File: src/rtl/fifo_operand_mult_pkg.sv
`default_nettype none
// +--------------------------------------------------------------------------+
// | Package : fifo_mult_pkg                                                  |
// | Shared FSM state encoding and the counter-width helper for the FIFO      |
// | operand multiplier.                                                      |
// | No ports (package).                                                      |
// | Revision: 1.0 - initial release                                          |
// +--------------------------------------------------------------------------+
package fifo_mult_pkg;

  typedef enum logic [2:0] {
    FETCH_A = 3'd0,
    WAIT_A  = 3'd1,
    FETCH_B = 3'd2,
    WAIT_B  = 3'd3,
    MULT    = 3'd4,
    OUT     = 3'd5
  } state_t;

  // Bit count needed to index every operand bit (0 .. width-1).
  function automatic int cnt_w(input int width);
    return (width < 2) ? 1 : $clog2(width);
  endfunction

endpackage
`default_nettype wire

File: src/rtl/fifo_operand_mult_if.sv
`default_nettype none
// +--------------------------------------------------------------------------+
// | Interface : fifo_operand_mult_if                                         |
// | Groups the FIFO read side and the product valid/ready port.              |
// |   fifo_empty_n : FIFO has data (1 = not empty)                           |
// |   fifo_data    : FIFO read data, valid the cycle after fifo_read         |
// |   fifo_read    : read strobe towards the FIFO                            |
// |   prod         : 2*WIDTH unsigned product                                |
// |   prod_valid   : product valid, held until accepted                      |
// |   prod_ready   : sink ready                                              |
// | master = multiplier side, slave = FIFO/sink side.                        |
// | Revision: 1.0 - initial release                                          |
// +--------------------------------------------------------------------------+
interface fifo_operand_mult_if #(
  parameter int WIDTH = 8
);
  logic                 fifo_empty_n;
  logic [WIDTH-1:0]     fifo_data;
  logic                 fifo_read;
  logic [2*WIDTH-1:0]   prod;
  logic                 prod_valid;
  logic                 prod_ready;

  modport master (
    input  fifo_empty_n,
    input  fifo_data,
    input  prod_ready,
    output fifo_read,
    output prod,
    output prod_valid
  );

  modport slave (
    output fifo_empty_n,
    output fifo_data,
    output prod_ready,
    input  fifo_read,
    input  prod,
    input  prod_valid
  );
endinterface
`default_nettype wire

File: src/rtl/fifo_operand_mult_core.sv
`default_nettype none
// +--------------------------------------------------------------------------+
// | Module : shift_add_core                                                  |
// | Sequential shift-add multiplier, one operand bit per cycle, WIDTH cycles |
// | after start.                                                             |
// |   clock, reset_n (async), clear_n (sync)                                 |
// |   start   : load acc/cnt with zero and begin (a, b must be held stable)  |
// |   a, b    : unsigned operands                                            |
// |   done    : high in the last multiply cycle                              |
// |   product : final product, valid while done is high                      |
// | Revision: 1.0 - initial release                                          |
// +--------------------------------------------------------------------------+
module shift_add_core
  import fifo_mult_pkg::*;
#(
  parameter int WIDTH = 8
) (
  input  wire logic                 clock,
  input  wire logic                 reset_n,
  input  wire logic                 clear_n,
  input  wire logic                 start,
  input  wire logic [WIDTH-1:0]     a,
  input  wire logic [WIDTH-1:0]     b,
  output logic                      done,
  output logic [2*WIDTH-1:0]        product
);

  localparam int              CNT_W = cnt_w(WIDTH);
  localparam logic [CNT_W-1:0] C_LAST = CNT_W'(WIDTH - 1);

  logic [CNT_W-1:0]   cnt;
  logic [2*WIDTH-1:0] acc;
  logic               running;
  logic [2*WIDTH-1:0] a_ext;
  logic [2*WIDTH-1:0] addend;
  logic [2*WIDTH-1:0] acc_next;

  // The running sum including the current bit; in the last cycle this is the
  // finished product, so it is exported directly rather than one cycle late.
  always_comb begin
    a_ext    = {{WIDTH{1'b0}}, a};
    addend   = b[cnt] ? (a_ext << cnt) : '0;
    acc_next = acc + addend;
  end

  assign done    = running && (cnt == C_LAST);
  assign product = acc_next;

  always_ff @(posedge clock or negedge reset_n) begin
    if (!reset_n) begin
      cnt     <= '0;
      acc     <= '0;
      running <= 1'b0;
    end else if (!clear_n) begin
      cnt     <= '0;
      acc     <= '0;
      running <= 1'b0;
    end else if (start) begin
      cnt     <= '0;
      acc     <= '0;
      running <= 1'b1;
    end else if (running) begin
      acc <= acc_next;
      if (done) begin
        cnt     <= '0;
        running <= 1'b0;
      end else begin
        cnt <= cnt + 1'b1;
      end
    end
  end

endmodule
`default_nettype wire

File: src/rtl/fifo_operand_mult.sv
`default_nettype none
// +--------------------------------------------------------------------------+
// | Module : fifo_operand_mult                                               |
// | Pops operand pairs (A then B) from a FIFO, multiplies them with a        |
// | shift-add core and presents the product on a valid/ready port.           |
// |   clock   : rising-edge clock                                            |
// |   reset_n : asynchronous active-low reset                                |
// |   clear_n : synchronous active-low clear (same effect as reset)          |
// |   io      : fifo_operand_mult_if.master (FIFO read side + product port)  |
// |   busy    : 1 in every state except FETCH_A                              |
// | Revision: 1.0 - initial release                                          |
// +--------------------------------------------------------------------------+
module fifo_operand_mult
  import fifo_mult_pkg::*;
#(
  parameter int WIDTH = 8
) (
  input  wire logic             clock,
  input  wire logic             reset_n,
  input  wire logic             clear_n,
  fifo_operand_mult_if.master   io,
  output logic                  busy
);

  state_t               state;
  logic [WIDTH-1:0]     a_reg;
  logic [WIDTH-1:0]     b_reg;
  logic [2*WIDTH-1:0]   prod_reg;
  logic                 prod_valid_reg;
  logic                 core_start;
  logic                 core_done;
  logic [2*WIDTH-1:0]   core_product;

  // Read strobe is gated by reset and clear so no operand is popped from the
  // FIFO in a cycle whose result is about to be discarded.
  assign io.fifo_read = reset_n && clear_n && io.fifo_empty_n &&
                        ((state == FETCH_A) || (state == FETCH_B));

  assign io.prod       = prod_reg;
  assign io.prod_valid = prod_valid_reg;
  assign core_start    = (state == WAIT_B);

  shift_add_core #(
    .WIDTH (WIDTH)
  ) u_core (
    .clock   (clock),
    .reset_n (reset_n),
    .clear_n (clear_n),
    .start   (core_start),
    .a       (a_reg),
    .b       (b_reg),
    .done    (core_done),
    .product (core_product)
  );

  // busy is registered from the next state so it equals (state != FETCH_A).
  always_ff @(posedge clock or negedge reset_n) begin
    if (!reset_n) begin
      state          <= FETCH_A;
      a_reg          <= '0;
      b_reg          <= '0;
      prod_reg       <= '0;
      prod_valid_reg <= 1'b0;
      busy           <= 1'b0;
    end else if (!clear_n) begin
      state          <= FETCH_A;
      a_reg          <= '0;
      b_reg          <= '0;
      prod_reg       <= '0;
      prod_valid_reg <= 1'b0;
      busy           <= 1'b0;
    end else begin
      case (state)
        FETCH_A: begin
          if (io.fifo_empty_n) begin
            state <= WAIT_A;
            busy  <= 1'b1;
          end
        end
        WAIT_A: begin
          a_reg <= io.fifo_data;
          state <= FETCH_B;
        end
        FETCH_B: begin
          if (io.fifo_empty_n) begin
            state <= WAIT_B;
          end
        end
        WAIT_B: begin
          b_reg <= io.fifo_data;
          state <= MULT;
        end
        MULT: begin
          if (core_done) begin
            prod_reg       <= core_product;
            prod_valid_reg <= 1'b1;
            state          <= OUT;
          end
        end
        OUT: begin
          if (io.prod_ready) begin
            prod_valid_reg <= 1'b0;
            busy           <= 1'b0;
            state          <= FETCH_A;
          end
        end
        default: begin
          state <= FETCH_A;
          busy  <= 1'b0;
        end
      endcase
    end
  end

endmodule
`default_nettype wire

File: src/flat_wrapper.sv
// flat-port wrapper written by rule: the top's interface ports become plain ports
module fifo_operand_mult_flat import fifo_mult_pkg::*;
#(
  parameter int WIDTH = 8
)
  (clock, reset_n, clear_n, busy, io_fifo_empty_n, io_fifo_data, io_prod_ready, io_fifo_read, io_prod, io_prod_valid);
  fifo_operand_mult_if #(.WIDTH(WIDTH)) io_i ();
  input  wire logic clock;
  input  wire logic reset_n;
  input  wire logic clear_n;
  output logic busy;
  input wire logic [$bits(io_i.fifo_empty_n)-1:0] io_fifo_empty_n;
  input wire logic [$bits(io_i.fifo_data)-1:0] io_fifo_data;
  input wire logic [$bits(io_i.prod_ready)-1:0] io_prod_ready;
  output wire logic [$bits(io_i.fifo_read)-1:0] io_fifo_read;
  output wire logic [$bits(io_i.prod)-1:0] io_prod;
  output wire logic [$bits(io_i.prod_valid)-1:0] io_prod_valid;
  assign io_i.fifo_empty_n = io_fifo_empty_n;
  assign io_i.fifo_data = io_fifo_data;
  assign io_i.prod_ready = io_prod_ready;
  assign io_fifo_read = io_i.fifo_read;
  assign io_prod = io_i.prod;
  assign io_prod_valid = io_i.prod_valid;
  fifo_operand_mult #(.WIDTH(WIDTH)) u_core (.clock(clock), .reset_n(reset_n), .clear_n(clear_n), .io(io_i), .busy(busy));
endmodule
File: config.mk
export PLATFORM = sky130hd
export DESIGN_NAME = fifo_operand_mult_flat
export DESIGN_NICKNAME = d
export VERILOG_FILES = /design/src/rtl/fifo_operand_mult_pkg.sv /design/src/rtl/fifo_operand_mult_if.sv /design/src/rtl/fifo_operand_mult_core.sv /design/src/rtl/fifo_operand_mult.sv /design/src/flat_wrapper.sv
export SDC_FILE = /design/constraint.sdc
export NUM_CORES = 1
export LEC_CHECK = 0
export CORE_AREA = 2 2 82 84
export CTS_CLUSTER_DIAMETER = 40
export DETAILED_ROUTE_END_ITERATION = 7
export DIE_AREA = 0 0 84 86
export HOLD_SLACK_MARGIN = 0.05
export PLACE_DENSITY = 0.77
export SETUP_SLACK_MARGIN = 0.4
export SLEW_MARGIN = 40
export SYNTH_ARGS = -nofsm -noshare
export SYNTH_HDL_FRONTEND = slang
export SYNTH_SLANG_ARGS = --single-unit
File: constraint.sdc
create_clock -name clock -period 7.55 [get_ports clock]
set_clock_uncertainty 0.15 [all_clocks]
set_input_delay 2.265 -clock clock [delete_from_list [all_inputs] [get_ports clock]]
set_output_delay 2.265 -clock clock [all_outputs]
set_load 0.05 [all_outputs]
**After elaboration in Yosys (flattened, before gate mapping)**

Cells that the tools add are included.

- $add $sub $neg: 2
- $mul: 0
- Divide/modulo/power cells: 0
- Magnitude comparators: 1
- Equality and inequality tests: 17
- Shift operators: 1
- Multiplexer cells: 34
- Bitwise logic cells: 0
- Reduce and logical (&&, ||, !) cells: 11

Operator list:

| operator | number |
|---|---|
| 2-to-1 mux 16 bit | 7 |
| 2-to-1 mux 8 bit | 4 |
| 2-to-1 mux 3 bit | 9 |
| one-hot mux 3 bit (6 select lines) | 1 |
| adder 16 bit | 1 |
| left shift 8 x 3 -> 16 bit | 1 |
| 2-to-1 mux 1 bit | 10 |
| equality test 3 bit, second input constant | 3 |
| != test 3 bit, second input constant | 3 |
| != test 2 x 1 -> 1 bit, second input constant | 4 |
| equality test 3 x 2 -> 1 bit, second input constant | 2 |
| != test 3 x 1 -> 1 bit, second input constant | 2 |
| AND reduction 3 bit | 2 |
| logical AND 1 bit | 4 |
| less-than comparator 3 x 4 -> 1 bit, second input constant | 1 |
| AND reduction 4 bit | 1 |
| OR reduction 4 bit | 1 |
| adder 3 x 1 -> 3 bit, second input constant | 1 |
| binary-select mux 1 bit (select 3 bit) | 1 |
| equality test 3 x 1 -> 1 bit, second input constant | 1 |
| logical NOT 3 bit | 1 |
| != test 3 x 2 -> 1 bit, second input constant | 1 |
| one-hot mux 1 bit (3 select lines) | 1 |
| != test 2 bit, second input constant | 1 |
| 3 further kinds | 3 |

- Register bits: 57
- Bits in latches: 0
- Bits in writable memories: 0
- ROM bits: 0
- Input bits: 13
- Output and inout bits: 19
- Word-level logic and storage cells: 75
- Memories kept: 0

**Logic depth before layout (Yosys ltp)**

Gate-level depths: netlist of run 1.

- Depth after elaboration: 7
- Depth in mapped cells: 14
- Mapped depth without buffers: 13

**Modules after synthesis**

From an unflattened synthesis of run 1, not the netlist that was laid out.

- Cells, all modules: 412
- Area, all modules: 3819.9 µm²

By module, submodules not included:

| module | times used | cells an instance | area each (µm²) | sequential area each (µm²) |
|---|---|---|---|---|
| shift_add_core | 1 | 250 | 2030.7 | 500.5 |
| fifo_operand_mult | 1 | 162 | 1789.2 | 925.9 |

**Worst setup path before layout of run 1**

Ideal clock, no wire load.

- Path type: input -> output
- Start: in clear_n
- End: out io_fifo_read
- Arrival time: 2.990 ns
- Data required time: 5.135 ns
- Setup slack: 2.145 ns
- Cell stages on the path: 2
- Buffers on the path: 1
- Path through: clkbuf_1 > and3_1

- Cells in the longest elaborated chain, start to end: 3

RTL lines:

| what | line | text |
|---|---|---|
| from (decl) | flat_wrapper.sv:10 | `input wire logic clear_n;` |
| logical AND 1 bit (3 in a row) | fifo_operand_mult.sv:36 | `assign io.fifo_read = reset_n && clear_n && io.fifo_empty_n &&` |
| to (decl) | flat_wrapper.sv:15 | `output wire logic [$bits(io_i.fifo_read)-1:0] io_fifo_read;` |

Every way passes these cells.

**Worst setup path after layout of run 1**

Same ends and word-level chain as after synthesis.

==> run metrics, run 1 <==
CP startpoint=clear_n; Critical Path Max Stage Delay=0.80 ns; cts repair resizes=0; Max-slew headroom=0.5016; Die W=84 um; Hold Path Origin=u_core.io.prod[14]; crit share post-route=0.8554; routed len/inst=16.12 um; DRC viols=0; Slew Limit Fails=0; largest cells by area after synthesis=dfrtp_1, mux2i_1, nor2_1, ha_1, a21oi_1; Primary FF master, synth=dfrtp_1; kind of critical path=in -> out; Post-CTS Hold Fix Bufs=0; Synthesized Nets=414; initial antenna violation count=0; Starting DRT DRC Count=181; CTS buffer count=9; row count=29; gpl congestion=0.9052; layout cells sized above 1=0.07579; ys async rst share=1.000; R2R Path Start=u_core.u_core.cnt[0]; delay-heaviest family, CP=buffers and inverters; HP Class=reg -> reg; Worst Tran Pin Value=0.7457 ns; Post-synth EDFFs=0; DP Area=3785 um2; startpoint types=primary input; I/O pin count=32; Multi-input gate area=1903 um2; Design Area, Final=3966 um2; PwrDens=160.3 nW/um2; CP Max Fanout=14; CP Capture Type=output pin; Hold Vio Cnt, Final=0; CTS Sinks=57; Tmin final=6.458 ns; first-pass GRT wire length=13280 um; Final TNS setup=0 ns; Die H=86 um; Post-layout nets=436; CTS clk-pin slew, worst paths=0.06 ns; area delta synth->final=14.48%; WP data required=5.14 ns; DP HPWL=5549 um; fill cell count=547; Synth Area in Simple Gates=0.1809; core box area=6277 um2; Synth Register Bits=57; Vias=2928; Yosys Warn Count=0; CP bufs+invs=2; crit-path cells=clkdlybuf4s50_1, and3_1, clkdlybuf4s50_1; register area share after synthesis=0.4117; Synth Area in Adders=0.06717; Clk Latency, worst-skew pair=0.34 ns; post-CTS setup buffers=0; most frequent cells after synthesis=nor2_1, dfrtp_1, a21oi_1; gr ovfl total=0; outcome=completed; RSZ-0062 raised after global routing=no; vias in the first global route=2784; Seq. cell area=1428 um2; register-to-register setup slack=3.64 ns; post-route ant nets=0; post-synth top area cell=dfrtp_1; Die ar.=7224 um2; Static Leak=1.760 nW; diode count=0; final setup fails=0; syn_area_per_cell=9.046 um2; Post-Route WL=7833 um; worst vdd ir=0.1263 mV; initial core utilization=0.5519; mux cell area share after synthesis=0.1101; Max Buffers Root-to-Sink=2; count leader, synth=nor2_1; Synth cell types=47; Syn Std Cell Area=3465 um2; GRT Util Overall=0.2318; TritonCTS clock tree=done; Compound-Gate Fraction of Synth Area=0.1564; XOR/XNOR Fraction of Synth Area=0.03286; main combinational cell family by area after synthesis=simple AND/OR/NAND/NOR gates; H-tree Lvls=3; share of the synthesized area in the top cell type=0.4117; CP most frequent cell=clkdlybuf4s50_1; Max Freq=0.1548 GHz; WP data arrival=4.04 ns; via/cell ratio=6.025; slowest CP cell=clkdlybuf4s50_1; Clock Tree Root=clkbuf_8; drt pass-1 iters=4; Post-Synthesis Cells=383; largest net degree at the start of global routing=58; Port Buffers=31; Max-Cap Viols=0
-- worst min-delay path: cells and delay by family (launching register included) --
kind            cells  cell delay (ns)
simple gates        1             0.07
flops               1             0.34
compound gates      1             0.06
-- kinds of logic (layout without fill, tap and decap cells) --
logic type / after synthesis / after routing
AND/OR/NAND/NOR: 138 / 138
adder cells (fa/ha/maj): 18 / 18
flip-flops: 57 / 57
multiplexers: 35 / 35
XOR/XNOR: 13 / 13
buffers and inverters: 31 / 57
AO/OA/AOI/OAI: 91 / 91
-- path summary, 6_finish.rpt --
kind,cells past startpoint,end
min in group asynchronous,2,u_core.u_core.acc[3]
max in group asynchronous,2,u_core.u_core.running
worst min register to register,2,u_core.io.prod[14]
worst max-delay path,3,io_fifo_read
worst max register to register,11,u_core.u_core.acc[11]
worst min-delay path,2,u_core.io.prod[14]
-- placed cells by master (no fill, tap or decap), types with 3 or more instances in the layout --
| master | instances |
|---|---|
| inv_1 | 6 |
| ha_1 | 17 |
| nor2b_1 | 3 |
| o211ai_1 | 4 |
| a211oi_1 | 4 |
| xor2_1 | 7 |
| a21oi_1 | 39 |
| nand2_1 | 34 |
| dfrtp_1 | 56 |
| mux2_2 | 5 |
| and2_1 | 4 |
| clkdlybuf4s50_1 | 30 |
| o22ai_1 | 6 |
| buf_4 | 3 |
| nand3_1 | 12 |
| clkbuf_8 | 12 |
| nor3_1 | 3 |
| o21ai_0 | 17 |
| a21o_1 | 4 |
| nand2b_1 | 10 |
| a31oi_1 | 5 |
| mux2i_1 | 28 |
| xnor2_1 | 6 |
| nor2_1 | 58 |
-- report_power, final --
group	switching [W]	internal, W	total (W)
combinational	0.0000302	0.0000206	0.0000509
sequential	0.00000842	0.000311	0.000319
clock	0.000122	0.000144	0.000266
-- layout make-up --
class	count	area share
Clock buffer	13	0.04259
Clock inverter	2	0.003155
Inverter	8	0.007571
Multi-Input combinational cell	295	0.4798
Sequential cell	57	0.3599
Tap cell	77	0.02429
Timing Repair Buffer	34	0.08265
-- metal layers --
metal  vias to the layer above  routed length, um  GRT usage
met5                         -                  0          0
met4                         0                234     0.1232
met3                        20                378    0.04909
met2                        74               3741     0.3636
met1                      1441               3479     0.3031
li1                       1393                  -          -
-- per-stage QoR --
stage / util / instances / total power [W] / hold slack (ns) / setup slack [ns]
2_1_floorplan: - / 383 / 0.0003542 / 0.3051 / 2.145
3_3_place_gp: 0.6028 / 471 / 0.0003742 / 0.3421 / 1.123
3_5_place_dp: 0.6030 / 471 / 0.0003755 / 0.3482 / 1.079
4_1_cts: 0.6319 / 486 / 0.0006393 / 0.3630 / 1.075
5_1_grt: 0.6319 / 486 / 0.0006584 / 0.3909 / 0.9736
6_report: 0.6319 / 486 / 0.0006356 / 0.3592 / 1.092
No activity file was read; power rests on OpenSTA's default activity.
==> run 2, diff against run 1 <==
- CTS_CLUSTER_DIAMETER: 40 -> 80
- SETUP_SLACK_MARGIN: 0.4 -> default
==> results of run 2 <==
The final DEF is identical to that of run 1; final timing and power are the same.
